[config.mk]
export PLATFORM = sky130hd
export DESIGN_NAME = rd_ptr_empty_flat
export DESIGN_NICKNAME = d
export VERILOG_FILES = /design/src/rtl/rd_ptr_empty_if.sv /design/src/rtl/rd_ptr_empty.sv /design/src/flat_wrapper.sv
export SDC_FILE = /design/constraint.sdc
export NUM_CORES = 1
export LEC_CHECK = 0
export CORE_MARGIN = 2
export CORE_UTILIZATION = 40
export DETAILED_ROUTE_END_ITERATION = 8
export GPL_TIMING_DRIVEN = 1
export PLACE_DENSITY = 0.73
export SYNTH_ARGS = -nofsm -noshare
export SYNTH_HDL_FRONTEND = slang
export SYNTH_SLANG_ARGS = --single-unit
[constraint.sdc]
create_clock -name clk -period 2 [get_ports clk]
set_input_delay 0.3 -clock clk [delete_from_list [all_inputs] [get_ports clk]]
set_output_delay 0.3 -clock clk [all_outputs]
set_load 0.05 [all_outputs]
[src/rtl/rd_ptr_empty_if.sv]
// Read-side handshake bundle for rd_ptr_empty: consumer read request, synchronized
// write pointer in, and RAM address / Gray pointer / status flags out.
interface rd_ptr_empty_if #(
   parameter int ADDR_WIDTH = 4
);
   logic                  i_rd_en;
   logic [ADDR_WIDTH:0]   i_wptr_gray_sync;
   logic [ADDR_WIDTH-1:0] o_raddr;
   logic [ADDR_WIDTH:0]   o_rptr_gray;
   logic                  o_empty;
   logic                  o_underflow;
   logic                  o_almost_empty;

   modport master (
      output i_rd_en,
      output i_wptr_gray_sync,
      input  o_raddr,
      input  o_rptr_gray,
      input  o_empty,
      input  o_underflow,
      input  o_almost_empty
   );

   modport slave (
      input  i_rd_en,
      input  i_wptr_gray_sync,
      output o_raddr,
      output o_rptr_gray,
      output o_empty,
      output o_underflow,
      output o_almost_empty
   );
endinterface

[src/rtl/rd_ptr_empty.sv]
// Async FIFO read-side pointer, registered empty flag and underflow pulse (read clock domain).
// Optional almost-empty flag is built only when RD_PTR_ALMOST_EMPTY_EN is defined.
module rd_ptr_empty #(
   parameter int ADDR_WIDTH    = 4,
   parameter int AEMPTY_THRESH = 2
) (
   input logic           clk,
   input logic           rstn,
   rd_ptr_empty_if.slave bus
);
   localparam int PW = ADDR_WIDTH + 1;

   function automatic logic [PW-1:0] bin_to_gray(input logic [PW-1:0] bin);
      return (bin >> 1) ^ bin;
   endfunction

   logic [PW-1:0] rbin_r;
   logic [PW-1:0] rgray_r;
   logic          empty_r;
   logic          underflow_r;
   logic [PW-1:0] rbin_next_s;
   logic [PW-1:0] rgray_next_s;
   logic          rd_ok_s;
   logic          empty_next_s;

   // Next-state pointer: advance only on an accepted read; empty compares against the same-cycle sync pointer
   always_comb begin
      rd_ok_s      = bus.i_rd_en & ~empty_r;
      rbin_next_s  = rbin_r + {{(PW-1){1'b0}}, rd_ok_s};
      rgray_next_s = bin_to_gray(rbin_next_s);
      empty_next_s = (rgray_next_s == bus.i_wptr_gray_sync);
   end

   // Read pointer, Gray pointer, empty and underflow state
   always_ff @(posedge clk or negedge rstn) begin
      if (!rstn) begin
         rbin_r      <= {PW{1'b0}};
         rgray_r     <= {PW{1'b0}};
         empty_r     <= 1'b1;
         underflow_r <= 1'b0;
      end else begin
         rbin_r      <= rbin_next_s;
         rgray_r     <= rgray_next_s;
         empty_r     <= empty_next_s;
         underflow_r <= bus.i_rd_en & empty_r;
      end
   end

   assign bus.o_raddr     = rbin_r[ADDR_WIDTH-1:0];
   assign bus.o_rptr_gray = rgray_r;
   assign bus.o_empty     = empty_r;
   assign bus.o_underflow = underflow_r;

`ifdef RD_PTR_ALMOST_EMPTY_EN
   localparam logic [PW-1:0] AE_THRESH_C = PW'(AEMPTY_THRESH);

   function automatic logic [PW-1:0] gray_to_bin(input logic [PW-1:0] gray);
      logic [PW-1:0] bin;
      bin[PW-1] = gray[PW-1];
      for (int i = PW - 2; i >= 0; i--) begin
         bin[i] = bin[i+1] ^ gray[i];
      end
      return bin;
   endfunction

   logic [PW-1:0] wbin_sync_s;
   logic [PW-1:0] fill_s;
   logic          aempty_next_s;
   logic          aempty_r;

   // Fill level seen from the read side, using the post-read pointer
   always_comb begin
      wbin_sync_s   = gray_to_bin(bus.i_wptr_gray_sync);
      fill_s        = wbin_sync_s - rbin_next_s;
      aempty_next_s = (fill_s <= AE_THRESH_C);
   end

   // Almost-empty register
   always_ff @(posedge clk or negedge rstn) begin
      if (!rstn) begin
         aempty_r <= 1'b1;
      end else begin
         aempty_r <= aempty_next_s;
      end
   end

   assign bus.o_almost_empty = aempty_r;
`else
   assign bus.o_almost_empty = 1'b0;
`endif

endmodule

[src/flat_wrapper.sv]
// flat-port wrapper written by rule: the top's interface ports become plain ports
module rd_ptr_empty_flat 
#(
   parameter int ADDR_WIDTH    = 4,
   parameter int AEMPTY_THRESH = 2
)
  (clk, rstn, bus_i_rd_en, bus_i_wptr_gray_sync, bus_o_raddr, bus_o_rptr_gray, bus_o_empty, bus_o_underflow, bus_o_almost_empty);
  rd_ptr_empty_if #(.ADDR_WIDTH(ADDR_WIDTH)) bus_i ();
  input logic clk;
  input logic rstn;
  input wire logic [$bits(bus_i.i_rd_en)-1:0] bus_i_rd_en;
  input wire logic [$bits(bus_i.i_wptr_gray_sync)-1:0] bus_i_wptr_gray_sync;
  output wire logic [$bits(bus_i.o_raddr)-1:0] bus_o_raddr;
  output wire logic [$bits(bus_i.o_rptr_gray)-1:0] bus_o_rptr_gray;
  output wire logic [$bits(bus_i.o_empty)-1:0] bus_o_empty;
  output wire logic [$bits(bus_i.o_underflow)-1:0] bus_o_underflow;
  output wire logic [$bits(bus_i.o_almost_empty)-1:0] bus_o_almost_empty;
  assign bus_i.i_rd_en = bus_i_rd_en;
  assign bus_i.i_wptr_gray_sync = bus_i_wptr_gray_sync;
  assign bus_o_raddr = bus_i.o_raddr;
  assign bus_o_rptr_gray = bus_i.o_rptr_gray;
  assign bus_o_empty = bus_i.o_empty;
  assign bus_o_underflow = bus_i.o_underflow;
  assign bus_o_almost_empty = bus_i.o_almost_empty;
  rd_ptr_empty #(.ADDR_WIDTH(ADDR_WIDTH), .AEMPTY_THRESH(AEMPTY_THRESH)) u_core (.clk(clk), .rstn(rstn), .bus(bus_i));
endmodule
* Yosys cells after proc, flatten, opt, wreduce, memory -nomap -nowiden
Index checks and enable logic that the tools add are counted.
** Storage, ports and cells
- Input bits :: 8
- Output and inout bits :: 12
- Bits in registers :: 12
- Logic and storage cells :: 10
** Cells by class
- Equal/unequal tests :: 1
- Bitwise logic cells :: 4
- Add/sub/neg operators :: 1
** Operator list (number)
- $add 5x1->5 :: 1
- $eq 5x5->1 :: 1
- $xor 4x5->5 :: 1
- $and 1x1->1 :: 2
- $not 1->1 :: 1

* Depth between registers and ports, before layout
- Word-level depth :: 5
- Gate-level depth with buffers :: 8
- Gate-level depth less buffers :: 7

* Worst setup path before layout
No wires, ideal clock.
- Path type :: flip-flop to flip-flop
- Start point :: reg u_core.empty_r, in the netlist u_core.bus.o_empty
- End point :: reg u_core.empty_r, in the netlist u_core.bus.o_empty
- Setup time :: 68 ps
- Buffers on the path :: 1
- Setup slack :: -77 ps
- Arrival time :: 2009 ps
- Clock period less this slack :: 2077 ps
- Data required time :: 1932 ps
- Cell stages (with the launch flop) :: 9
- Cells stage by stage :: dfstp_2 > nor2b_1 > ha_1 > ha_1 > buf_2 > xnor3_1 > nor3_2 > o211ai_2 > a21oi_2
** Between the ends
- Cells in the longest elaborated chain, start to end :: 5
** Ends and longest elaborated chain
- start: declaration :: line rd_ptr_empty.sv:19 : logic empty_r;
- start signal: assignment :: line rd_ptr_empty.sv:44 : empty_r <= empty_next_s;
- $not 1->1 :: line rd_ptr_empty.sv:28 : rd_ok_s = bus.i_rd_en & ~empty_r;
- $and 1x1->1 :: line rd_ptr_empty.sv:28
- $add 5x1->5 :: line rd_ptr_empty.sv:29 : rbin_next_s = rbin_r + {{(PW-1){1'b0}}, rd_ok_s};
- $xor 4x5->5 :: line rd_ptr_empty.sv:14 : return (bin >> 1) ^ bin;
- $eq 5x5->1 :: line rd_ptr_empty.sv:31 : empty_next_s = (rgray_next_s == bus.i_wptr_gray_sync);
- net u_core.empty_next_s :: line rd_ptr_empty.sv:24 : logic empty_next_s;
The timed path passes the listed nets, and every way through them passes these cells.

* Final worst setup path
- Start point :: reg u_core.empty_r, in the netlist u_core.bus.o_empty
- End point :: out bus_o_empty
** RTL lines
- end: declaration :: line flat_wrapper.sv:15 : output wire logic [$bits(bus_i.o_empty)-1:0] bus_o_empty;
No word-level cell between the ends.

==> flow_summary.toml <==
[status]
status = "finished, final reports clean"

[clock_network]
cts_buffer_depth = 2
postCtsSetupBuffers = 0
post_cts_resized = 0
clk_latency_ns = 0.26
clk_pin_slew_ns = 0.07
cts_inserted_buffers = 3
numClockSinks = 11
cts_hold_buf = 0
htreeDepth = 1
cts_tree = "done"
cts_root_buffer = "clkbuf_4"

[yosys]
synth_most_common_cell = "dfrtp_1"
synth.avg_cell_area_um2 = 12.23
synth_area_leaders = "dfrtp_1 42%, xnor2_1 10%, xnor3_1 7.5%, xor2_1 7.3%, dfstp_2 4.4%"
synth-seq-cells = 11
synth.top_cell.area_share_pct = 41.75
synthesis.nets = 59
synth_common_cells = "10 x dfrtp_1, 7 x xnor2_1, 5 x xor2_1, 3 x nand3_1"
yosysTopAreaCell = "dfrtp_1"
synth_edf_count = 0
synth-main-ff-cell = "dfrtp_1"
synth_cells = 49
synth.distinct_cells = 23
ys_seq_area_share_pct = 46.14
yosys_warnings = 0
synthArstFlopShare_pct = 100.0
syn-cell-area_um2 = 599.3

[layout]
drive_above_1_share_pct = 20.83
multiInputGateArea_um2 = 302.8
fin_nets = 83
nFillCells = 114
stdcell_count = 87
area_delta_synth_final_pct = 40.50
num_antenna_cells = 0
seq_area_um2 = 276.5

[place]
place_hpwl_um = 849.3
port_buffers = 18
routabilityCongestion = 0.7464
place_inst = 83

[critical_path]
path_cells = "clkdlybuf4s50_1"
arrival_ns = 1.61
cp_top_family = "buffers and inverters"
reg2reg_slack_ns = 0.27
reg2regPathDepth = 7
cp_max_fo = 3
cp_slowest_cell = "clkdlybuf4s50_1"
worst-setup-path-type = "flop to output port"
r2r-start = "u_core.bus.o_empty"
critPathLaunchType = "flop"
path_buf_inv = 1
r2r-end = "u_core.bus.o_empty"
slowest_delay_ns = 0.80
critPathCaptureType = "output port"
required_ns = 1.70

[sta]
rsz0062_at_grt = "no"
tightest_slew_ns = 0.5030
period_minus_slack_ns = 1.908
fmax_mhz = 524.0
finalHoldViolCount = 0
setup_viol = 0
skew_ns = 0.0008068
timing.final.max_slew_violations = 0
slew_headroom_pct = 66.36
fin_crit_sh_pct = 95.42

[die]
fp.dieW_um = 42.71
io_pins = 20
die_h_um = 42.71
rows = 13
initial_utilization_pct = 44.39
core_area_um2 = 1350
die_area_um2 = 1824

[routing]
finalWirelength_mm = 1.133
antenna_left = 0
wire_per_inst_um = 13.02
vias = 414
via_per_inst = 4.759
drc = 0
drt_iter0_drc = 5
first_pass_iters = 4

[global_routing]
grt_pass1_wl_mm = 1.863
antenna_found_initial = 0
grt_usage_pct = 15.32
first_global_vias = 421
grt_max_degree = 12
grt_overflow = 0

[min_path]
hp-class = "input pin to asynchronous set/reset pin"

[flow_run]
cap_violations = 0
==> layout make-up <==
cell class,count,share of cell area [%]
Timing Repair Buffer,22,24.96
Inverter,2,0.8915
Tap cell,15,2.229
Sequential cell,11,32.84
Multi-Input combinational cell,33,35.96
Clock buffer,4,3.120
==> cell usage in the layout, fill, tap and decap left out <==
master           instances
clkdlybuf4s50_1         18
dfrtp_1                 10
xnor2_1                  7
xor2_1                   5
buf_4                    4
nand3_1                  3
clkbuf_4                 3
and2_1                   2
inv_1                    2
nand2_1                  2
xnor3_1                  2
ha_2                     2
nand2b_1                 1
a2bb2oi_2                1
a21boi_2                 1
nor2b_1                  1
a21o_1                   1
nor3_2                   1
and3_1                   1
o211ai_2                 1
a21oi_2                  1
conb_1                   1
clkbuf_1                 1
dfstp_2                  1
==> metrics by stage <==
| step | cell area [um^2] | hold WS, ns | TNS, ns | worst slack, ns | util [%] |
|---|---|---|---|---|---|
| 4_1_cts | 833.3 | 0.3827 | 0 | 0.05813 | 61.72 |
| 3_3_place_gp | 807.0 | 0.5477 | -0.2046 | -0.1188 | 59.78 |
| 2_1_floorplan | 601.8 | 0.004409 | 0 | 0.05287 | - |
| 3_5_place_dp | 807.0 | 0.5705 | -0.2915 | -0.1467 | 59.78 |
| 6_report | 842.1 | 0.3690 | 0 | 0.09167 | 62.37 |
| 5_1_grt | 842.1 | 0.4026 | 0 | 0.005644 | 62.37 |
==> how the worst max path moves through the flow <==
stage	depth (start not counted)	start	endpoint	slack, ns
after global routing	1	u_core.rbin_r[2]	bus_o_raddr[2]	0.006
final	1	u_core.bus.o_empty	bus_o_empty	0.09
after CTS	8	bus_i_rd_en	u_core.bus.o_empty	0.06
after detailed placement	8	bus_i_rd_en	u_core.bus.o_rptr_gray[3]	-0.15
after floorplan	8	u_core.bus.o_empty	u_core.bus.o_empty	0.05
after global placement	8	bus_i_rd_en	u_core.bus.o_empty	-0.12
==> state kept, by name (all words and copies together) (netlist names) <==
name                    cells
u_core.bus.o_rptr_gray      4
u_core.rbin_r               5
u_core.bus.o_empty          1
u_core.bus.o_underflow      1
==> cells by family after synthesis <==
logic type               synth area share, %
buffers and inverters                  5.219
AND/OR/NAND/NOR                        10.65
other                                 0.6257
adder cells (fa/ha/maj)                4.175
AO/OA/AOI/OAI                          8.142
XOR/XNOR                               25.05
flip-flops                             46.14
==> metal layers <==
metal / up-vias / global-route usage, % / part of all wire [%]
met5: - / 0 / 0
met4: 0 / 17.50 / 6.5
met3: 6 / 2.979 / 5.6
met2: 18 / 22.12 / 46
met1: 186 / 17.39 / 42
li1: 204 / - / -
Power is left out: the tool's default activity adds up to more than one toggle a clock period on the data nets, which glitch-free logic cannot reach.
==> variant (same settings) <==
`ADDR_WIDTH` is set to 4 in 3 places; all go to 5.
--- a/src/rtl/rd_ptr_empty_if.sv
+++ b/src/rtl/rd_ptr_empty_if.sv
@@ -2,5 +2,5 @@
 // write pointer in, and RAM address / Gray pointer / status flags out.
 interface rd_ptr_empty_if #(
-   parameter int ADDR_WIDTH = 4
+   parameter int ADDR_WIDTH = 5
 );
    logic                  i_rd_en;
--- a/src/rtl/rd_ptr_empty.sv
+++ b/src/rtl/rd_ptr_empty.sv
@@ -2,5 +2,5 @@
 // Optional almost-empty flag is built only when RD_PTR_ALMOST_EMPTY_EN is defined.
 module rd_ptr_empty #(
-   parameter int ADDR_WIDTH    = 4,
+   parameter int ADDR_WIDTH    = 5,
    parameter int AEMPTY_THRESH = 2
 ) (
--- a/src/flat_wrapper.sv
+++ b/src/flat_wrapper.sv
@@ -2,5 +2,5 @@
 module rd_ptr_empty_flat 
 #(
-   parameter int ADDR_WIDTH    = 4,
+   parameter int ADDR_WIDTH    = 5,
    parameter int AEMPTY_THRESH = 2
 )
Interface: changed (resized bus_i_wptr_gray_sync, bus_o_raddr and bus_o_rptr_gray); port bits go from 20 to 23. The function was not compared with the original's and may differ.
==> variant against the original RTL <==
  * The flow now finishes with violations (setup timing)
  * Final area up 27%
  * Critical path depth up 8
  * Setup slack worse by 170 ps
  * Routed wire length up 30%
  * Area after synthesis up 6.3%
  * Sequential cell count up 2
  * Non-clock buffer count up 8
  * Largest cell class unchanged
  * Highest routed layer unchanged
Power is left out: the tool's default activity adds up to more than one toggle a clock period on the data nets, which glitch-free logic cannot reach.
==> variant: results (changes against the original RTL) <==
Parameter                              Value

Logic synthesis
  Synthesized net count    61 (+3.4%)
  Sequential-to-total area share from yosys stat    51.3% (+5.1 points)
  Instance count of the mapped netlist    50 (+2.0%)
  Yosys synthesis warning count    0 (unchanged)
  Leading cell types by count after synthesis    12 x sky130_fd_sc_hd__dfrtp_1, 10 x sky130_fd_sc_hd__xor2_1, 4 x sky130_fd_sc_hd__xnor2_1
  Biggest area contributors in the synthesized netlist    sky130_fd_sc_hd__dfrtp_1 47%, sky130_fd_sc_hd__xor2_1 14%, sky130_fd_sc_hd__xnor2_1 5.5%
  Number of different library cells in the post-synthesis netlist    24 (+4.3%)

Final layout
  Fraction of layout instances using a drive strength above 1    31.3% (+10 points)
  Flip-flop count of the largest register, all copies and words added    6 (+1)
  Number of fillers in the final layout    108 (-5.3%)
  Net total in the final layout    95 (+14%)

Setup path
  Maximum fanout encountered on the critical timing path    5 (+2)
  Count of cells along the worst register-to-register path    9 (+2)
  Crit Path Class    flip-flop to flip-flop

Placement
  Post-Place Cells    89 (+7.2%)
  Number of port buffers    21 (+3)
  Final HPWL DP    1000 microns (+18%)
  Post-placement worst setup slack    -368 ps (-221 ps)
  Gp weighted congestion    0.798 (+7.0%)

Timing
  Slack of the critical path    -74.1 ps (-166 ps)
  Final setup violation count    1 (+1)
  Clock Skews    5.83 ps (+5.02 ps)
  Sum Neg Setup Slack    -74.1 ps (-74.1 ps)
  Worst Tran Pin Value    572 ps (+68.6 ps)

Global routing
  Via count of the first global-routing pass    491 (+17%)
  Antenna violations before repair    0 (unchanged)
  First-pass GRT wire length    2260 microns (+21%)
  Overall Global Routing Usage    17.2% (+1.8 points)
  Largest net degree at the start of global routing    14 (+2)

Clock tree
  Clock insertion delay at the later pin of the skew report    280 ps (+20 ps)
  Root buffer cell    sky130_fd_sc_hd__clkbuf_4
  Clk pin slew, worst setup/hold paths    80 ps

Drt
  Count of TritonRoute iterations in the first routing pass    3 (-1)
  Initial detailed-routing violation count    17 (+12)
  Post-Route WL    1480 microns (+30%)
  Detail-routed net length per standard cell    14.9 microns (+14%)

Outcome
  Run status    finished with violations
  Failing checks    setup timing
[variant: worst min path at each step]
stage / slack (ps) / cells past startpoint / start / to
floorplan: 4 / 0 / rstn / u_core.bus.o_rptr_gray[0]
global placement: 550 / 1 / u_core.bus.o_empty / u_core.bus.o_underflow
detailed placement: 550 / 1 / u_core.bus.o_empty / u_core.bus.o_underflow
CTS: 410 / 1 / rstn / u_core.bus.o_underflow
global route: 440 / 1 / rstn / u_core.bus.o_underflow
finish: 380 / 1 / rstn / u_core.bus.o_underflow
[variant: layout make-up]
class / count / area share (%)
sequential: 13 / 30.6
tap: 16 / 1.88
multi-input combinational: 35 / 38.3
clock buffer: 4 / 2.46
timing repair buffer: 30 / 26.4
inverter: 1 / 0.352
[variant: routing by layer]
| layer | wire length, microns | GRT usage [%] |
|---|---|---|
| met1 | 516 | 17.6 |
| met2 | 874 | 32.6 |
| met3 | 66 | 2.50 |
| met4 | 17 | 9.09 |
| met5 | 0 | 0 |
[variant: repair_timing]
| action | 4_1_cts | 5_1_grt |
|---|---|---|
| resized for setup | 8 | 5 |
| setup buffers | 5 | 1 |
| setup endpoints to repair | 1 | 1 |
| pin swaps | 7 | 4 |
[variant: cells by family (layout without fill, tap and decap cells)]
group                    count (synthesis)  count (layout)  synth area share (%)
other                                    1               1                 0.589
AO/OA/AOI/OAI                            4               4                  5.30
AND/OR/NAND/NOR                         11              11                  10.0
adder cells (fa/ha/maj)                  2               2                  3.93
multiplexers                             1               1                  1.57
buffers and inverters                    2              35                  1.77
XOR/XNOR                                16              16                  25.5
flip-flops                              13              13                  51.3
[variant: worst max-delay path, stage by stage, from the launching register on]
cell and delay [ps]:
sky130_fd_sc_hd__dfstp_2 570, sky130_fd_sc_hd__nor2b_4 50, sky130_fd_sc_hd__ha_4 170, sky130_fd_sc_hd__ha_4 190, sky130_fd_sc_hd__buf_6 120, sky130_fd_sc_hd__a21bo_4 210
sky130_fd_sc_hd__a2bb2oi_4 140, sky130_fd_sc_hd__xnor2_2 100, sky130_fd_sc_hd__xor2_1 170, sky130_fd_sc_hd__nor4_2 270
[variant: stage by stage]
step           utilization [%]  hold WS (ps)  cell area (sq um)
2_1_floorplan                -          4.41                669
3_3_place_gp              60.5           549                912
3_5_place_dp              60.5           547                912
4_1_cts                   67.6           406               1020
5_1_grt                   70.8           441               1070
6_report                  70.8           383               1070
